### config.mk
export PLATFORM = sky130hd
export DESIGN_NAME = serial_magnitude_compare_ctrl
export DESIGN_NICKNAME = d
export VERILOG_FILES = /design/src/rtl/serial_magnitude_compare_ctrl.sv
export SDC_FILE = /design/constraint.sdc
export NUM_CORES = 1
export LEC_CHECK = 0
export CAP_MARGIN = 20
export CORE_ASPECT_RATIO = 1.2
export CORE_MARGIN = 2
export CORE_UTILIZATION = 30
export DETAILED_ROUTE_END_ITERATION = 10
export DONT_BUFFER_PORTS = 1
export GPL_TIMING_DRIVEN = 0
export HOLD_SLACK_MARGIN = 0.1
export PLACE_DENSITY = 0.57
export SLEW_MARGIN = 0
export SYNTH_ARGS = -nofsm -noshare
export SYNTH_HDL_FRONTEND = slang
export SYNTH_SLANG_ARGS = --single-unit
### constraint.sdc
create_clock -name clk -period 1.2 [get_ports clk]
set_clock_uncertainty 0.05 [all_clocks]
set_input_delay 0.24 -clock clk [delete_from_list [all_inputs] [get_ports clk]]
set_output_delay 0.24 -clock clk [all_outputs]
set_load 0.02 [all_outputs]
### src/rtl/serial_magnitude_compare_ctrl.sv
// Sequencer that time-shares one external 4-bit cascadable magnitude comparator,
// walking the operands one nibble per clock, LSB nibble first, with the cascade fed back.
module serial_magnitude_compare_ctrl #(
    parameter int NIBBLES = 4
) (
    input  logic                   clk,
    input  logic                   rst_n,
    input  logic                   start,
    input  logic [4*NIBBLES-1:0]   a,
    input  logic [4*NIBBLES-1:0]   b,
    output logic                   busy,
    output logic                   done,
    output logic                   gt,
    output logic                   lt,
    output logic                   eq,
    output logic                   err,
    output logic [3:0]             cmp_a,
    output logic [3:0]             cmp_b,
    output logic                   cmp_igt,
    output logic                   cmp_ilt,
    output logic                   cmp_ieq,
    input  logic                   cmp_ogt,
    input  logic                   cmp_olt,
    input  logic                   cmp_oeq
);

    localparam int IDX_W = (NIBBLES > 1) ? $clog2(NIBBLES) : 1;
    localparam logic [IDX_W-1:0] LAST_IDX = IDX_W'(NIBBLES - 1);

    typedef enum logic [1:0] {
        IDLE = 2'd0,
        RUN  = 2'd1,
        DONE = 2'd2
    } state_t;

    state_t                  state_q, state_d;
    logic [NIBBLES-1:0][3:0] a_q, a_d;
    logic [NIBBLES-1:0][3:0] b_q, b_d;
    logic [IDX_W-1:0]        idx_q, idx_d;
    logic [2:0]              casc_q, casc_d;
    logic [2:0]              res_q, res_d;
    logic                    err_q, err_d;
    logic [2:0]              cmp_out;
    logic                    one_hot;

    assign cmp_out = {cmp_ogt, cmp_olt, cmp_oeq};

    always_comb begin
        one_hot = 1'b0;
        case (cmp_out)
            3'b100, 3'b010, 3'b001: one_hot = 1'b1;
            default:                one_hot = 1'b0;
        endcase
    end

    always_comb begin
        state_d = state_q;
        a_d     = a_q;
        b_d     = b_q;
        idx_d   = idx_q;
        casc_d  = casc_q;
        res_d   = res_q;
        err_d   = err_q;
        case (state_q)
            IDLE, DONE: begin
                if (start) begin
                    a_d     = a;
                    b_d     = b;
                    idx_d   = '0;
                    casc_d  = 3'b001;
                    res_d   = 3'b000;
                    err_d   = 1'b0;
                    state_d = RUN;
                end else begin
                    state_d = IDLE;
                end
            end
            RUN: begin
                casc_d = cmp_out;
                err_d  = err_q | ~one_hot;
                // idx parks on the last nibble so cmp_a/cmp_b keep showing it afterwards
                if (idx_q == LAST_IDX) begin
                    res_d   = cmp_out;
                    state_d = DONE;
                end else begin
                    idx_d = idx_q + 1'b1;
                end
            end
            default: state_d = IDLE;
        endcase
    end

    always_ff @(posedge clk or negedge rst_n) begin
        if (!rst_n) begin
            state_q <= IDLE;
            a_q     <= '0;
            b_q     <= '0;
            idx_q   <= '0;
            casc_q  <= 3'b001;
            res_q   <= 3'b000;
            err_q   <= 1'b0;
        end else begin
            state_q <= state_d;
            a_q     <= a_d;
            b_q     <= b_d;
            idx_q   <= idx_d;
            casc_q  <= casc_d;
            res_q   <= res_d;
            err_q   <= err_d;
        end
    end

    assign busy = (state_q == RUN);
    assign done = (state_q == DONE);
    assign gt   = res_q[2];
    assign lt   = res_q[1];
    assign eq   = res_q[0];
    assign err  = err_q;

    assign cmp_a = a_q[idx_q];
    assign cmp_b = b_q[idx_q];
    assign {cmp_igt, cmp_ilt, cmp_ieq} = busy ? casc_q : 3'b001;

endmodule
# Word level (Yosys, flattened, before mapping)
# Index checks and enable logic that the tools add are counted.
# word_totals
reg_bits	43
latchBits	0
mem_bits_rw	0
romBits	0
in_bits	38
output_inout_bits	17
word_cells	53
mem_count	0
# classes
n_addsub	1
multipliers	0
div	0
magnitude_cmp	1
n_eq_ne	9
shifts	0
muxes	19
bitwise_logic	2
reduce_logical	8
# ops
cell	n
$bmux 4 s2	2
$mux 3	4
$pmux 3 s2	2
$mux 4	2
$pmux 2 s2	2
$mux 2	3
$reduce_and 3->1	2
$eq 2x2->1 const B	2
$ne 2x2->1 const B	2
$reduce_and 2->1	2
$eq 3x1->1 const B	1
$eq 3x2->1 const B	1
$eq 3x3->1 const B	1
$lt 2x3->1 const B	1
$mux 1	3
$reduce_or 3->1	1
$add 2x1->2 const B	1
$eq 2x1->1 const B	1
$logic_not 2->1	1
$ne 2x1->1 const B	1
$pmux 1 s2	1
$reduce_bool 2->1	1
$reduce_or 2->1	1
$not 1->1	1
$or 1x1->1	1

# Depth between registers and ports, before layout
# logic_depth
ltp_word	6
depth_mapped	5

# Worst setup path before layout
# OpenSTA, ideal clock, no wires.
# synth_path
path_kind	register -> output
startpoint	reg idx_q[0]
endpoint	out cmp_a[0]
arrival_time_ns	1.079
t_required_ns	0.910
path_slack_ns	-0.169
path_stages_with_launch	3
path_buffers	1
cell_sequence	dfrtp_1 > buf_6 > mux4_2
# synth_between
elab_chain_len	2
# synth_rtl
item	line	source
start: declaration	39	logic [IDX_W-1:0] idx_q, idx_d;
start signal: assignment	106	idx_q <= idx_d;
$bmux 4 s2	120	assign cmp_a = a_q[idx_q];
$mux 4 (not written as such)	120	
end: declaration	17	output logic [3:0] cmp_a,
# No other way between the ends. The select of a mux whose other input is x is not followed.

# Final worst setup path
# layout_path
startpoint	reg idx_q[0]
endpoint	out cmp_a[1]
# Same word-level chain as after synthesis.

==> results_dict.tcl <==
set metrics [dict create \
    portBuffers 0 \
    grt_usage_pct 14.3 \
    fin_cells 333 \
    drive_gt1_share_pct 25.1 \
    dieWidth_um 76.5 \
    postCtsHoldBufs 35 \
    hold_violations 43 \
    cp_slowest_stage_delay_ns 0.57 \
    hp-class "in -> async" \
    rows 31 \
    critPathMaxFanout 4 \
    gp_congestion 0.678 \
    power.density_nw_per_um2 2480 \
    viasPerCell 4.54 \
    p_sw_share_pct 37.6 \
    cts_root_buf "clkbuf_8" \
    grt.overflow.total 0 \
    crit_required_ns 0.91 \
    netlist_area_um2 1890 \
    first_pass_iters 4 \
    vias 1511 \
    grt_pass1_vias 1564 \
    synth_adder_area_share_pct 0.661 \
    drv_slew 0 \
    status "finished with violations" \
    hpwlAfterDp_mm 2.98 \
    clockPowerShare_pct 13.9 \
    setup_viol 54 \
    synth-simple-area-share_pct 24.8 \
    clkTransAtPathRegs_ns 0.09 \
    initial_core_util_pct 31.3 \
    utilization_pct 46.3 \
    max_clock_freq_ghz 0.570 \
    drv_cap 0 \
    path_buf_inv 1 \
    dp.cells 275 \
    grt_pass1_wl_mm 7.76 \
    slowest_stage "mux4_2" \
    tightestPinTransition_ns 0.282 \
    crit_family "multiplexers" \
    layout.nets 289 \
    floorplan.core_area_um2 6050 \
    area_delta_synth_final_pct 47.9 \
    seq_area_frac_synth_pct 56.9 \
    worstSkewPairLatency_ns 0.29 \
    p_leak_nw 1.37 \
    rsz0062_at_grt "yes" \
    ys.flop_type "dfrtp_1" \
    diodes 0 \
    fp.dieH_um 91.0 \
    criticalPathCategory "reg -> out" \
    cts_buffer_depth 2 \
    yosysWarnings 0 \
    synth-edff-count 0 \
    pwr-share-seq_pct 36.9 \
    synth_compound_area_share_pct 2.97 \
    h-tree-depth 2 \
    die_area_um2 6960 \
    finalWirelength_mm 4.91 \
    tns_ns -9.61 \
    io_pins 55 \
    synth_xor_area_share_pct 0.463 \
    violations "negative hold slack, negative setup slack" \
    worst_setup_path_end_kind "output port" \
    clock-sinks 43 \
    wl_per_cell_um 14.8 \
    start_kind "flip-flop" \
    p_sw_w 0.00261 \
    cts_tree "yes" \
    cts_buffers 5 \
    worst_slack_ns -0.553 \
    fin_hold_ws_ns -0.424 \
    maxSlewHeadroom_pct 81.2 \
    synth_top_family_by_area "simple AND/OR/NAND/NOR gates" \
    synth_seq_cells 43 \
    antenna_found_initial 0 \
    synth_cell_types 23 \
    post_synth.cell_area_avg_um2 9.81 \
    syn_inst 193 \
    fillers 604 \
    detail-route-antenna-nets 0 \
    vdd_drop_max_mv 1.02 \
    arrival_ns 1.46 \
    path_cells "clkbuf_16, mux4_2" \
    pwr-share-comb_pct 49.2 \
    min_period_ns 1.75 \
    finalCritPeriodShare_pct 146 \
    p_int_w 0.00433 \
    drt_first_iter_violations 72 \
    grt_max_degree 44 \
    synth_mux_area_share_pct 10.0 \
    drc 0 \
    syn_nets 232 \
    pre_cts_slack_ns -0.271 \
    synth_async_sr_flop_share_pct 100 \
]
==> registers in the layout (all words and copies together) (netlist names) <==
| signal | flops |
|---|---|
| a_q | 16 |
| b_q | 16 |
| casc_q | 3 |
| err | 1 |
| idx_q | 2 |
| res_q | 3 |
| state_q | 2 |
==> Yosys cell counts, drive strengths merged, types with 2 or more instances <==
cell type	count	area, um^2
o21ai	6	30.0
dfrtp	42	1050
nand2	99	372
mux4	8	180
and2	2	12.5
inv	4	15.0
buf	10	58.8
nor2b	2	12.5
a22o	3	26.3
nand2b	2	12.5
nand3	6	30.0
==> metrics by stage <==
stage	hold slack (ns)	instance area [um^2]	total power, W
floorplan	-0.106	1900	0.00452
global placement	-0.104	2000	0.00496
detailed placement	-0.104	2000	0.00503
CTS	-0.433	2590	0.00650
global route	-0.447	2800	0.00746
finish	-0.424	2800	0.00693
==> final timing paths <==
kind | end | cells after the start | slack, ns | startpoint
min in group clk | err$_DFFE_PN0P_ | 3 | 0.15 | cmp_ogt
max in group asynchronous | casc_q[0]$_DFFE_PN1P_ | 0 | 1.34 | rst_n
worst min-delay path | err$_DFFE_PN0P_ | 0 | -0.42 | rst_n
worst max register to register | idx_q[1]$_DFFE_PN0P_ | 6 | -0.40 | idx_q[0]$_DFFE_PN0P_
worst min register to register | b_q[11]$_DFFE_PN0P_ | 2 | 0.42 | b_q[11]$_DFFE_PN0P_
worst max-delay path | cmp_a[1] | 2 | -0.55 | idx_q[0]$_DFFE_PN0P_
==> worst register-to-register path, stage by stage, from the launching register on <==
cell     delay [ns]
dfrtp_2        0.46
buf_4          0.15
buf_6          0.11
ha_4           0.15
or3b_4         0.43
nand3_2        0.08
o21ai_1        0.06
==> cell families (layout without fill, tap and decap cells) <==
group,Yosys count,after routing
and+or+nand+nor,115,115
DFF,43,43
buffers and inverters,15,73
AOI/OAI and AO/OA,9,9
muxes,9,9
adders and majority gates,1,1
xor gates and xnor gates,1,1
==> power groups by stage <==
stage	Combinational, W	Sequential [W]	Clock (W)
2_1_floorplan	0.00209	0.00244	0
3_3_place_gp	0.00243	0.00254	0
3_5_place_dp	0.00246	0.00257	0
4_1_cts	0.00295	0.00255	0.00101
5_1_grt	0.00375	0.00264	0.00107
6_report	0.00341	0.00255	0.000964
==> layout by cell type (no fill, tap or decap), types with 3 or more instances in the layout <==
cell type / count
mux4_2: 8
buf_2: 3
inv_1: 4
o21ai_0: 4
dfrtp_1: 41
buf_8: 3
a22o_1: 3
buf_4: 4
buf_6: 10
clkbuf_16: 4
nand3_1: 4
nand2_1: 91
clkbuf_8: 6
nand2_2: 8
dlygate4sd3_1: 35
==> layout make-up <==
class	count	area (um^2)	area share (%)
Buffer	11	146	5.23
Clock buffer	7	86.3	3.08
Clock inverter	1	5.00	0.179
Inverter	4	15.0	0.536
Multi-Input combinational cell	135	818	29.2
Sequential cell	43	1080	38.5
Tap cell	82	103	3.67
Timing Repair Buffer	50	547	19.5
==> layer usage <==
layer  part of all wire (%)  wire length (um)  GRT usage [%]  vias up
met5                      0                 0              0        -
met4                    1.2                57           4.09        0
met3                    3.9               191           3.88        7
met2                     51              2520           23.8       34
met1                     44              2150           18.2      734
li1                       -                 -              -      736
==> repair_timing <==
action	CTS	global route
endpoints found under the setup margin	47	53
pin swaps	5	7
gates resized for setup	29	24
hold endpoints to repair	81	43
cloned	2	4
setup buffers	5	4
Note: power is estimated with default switching activity, not from simulation.
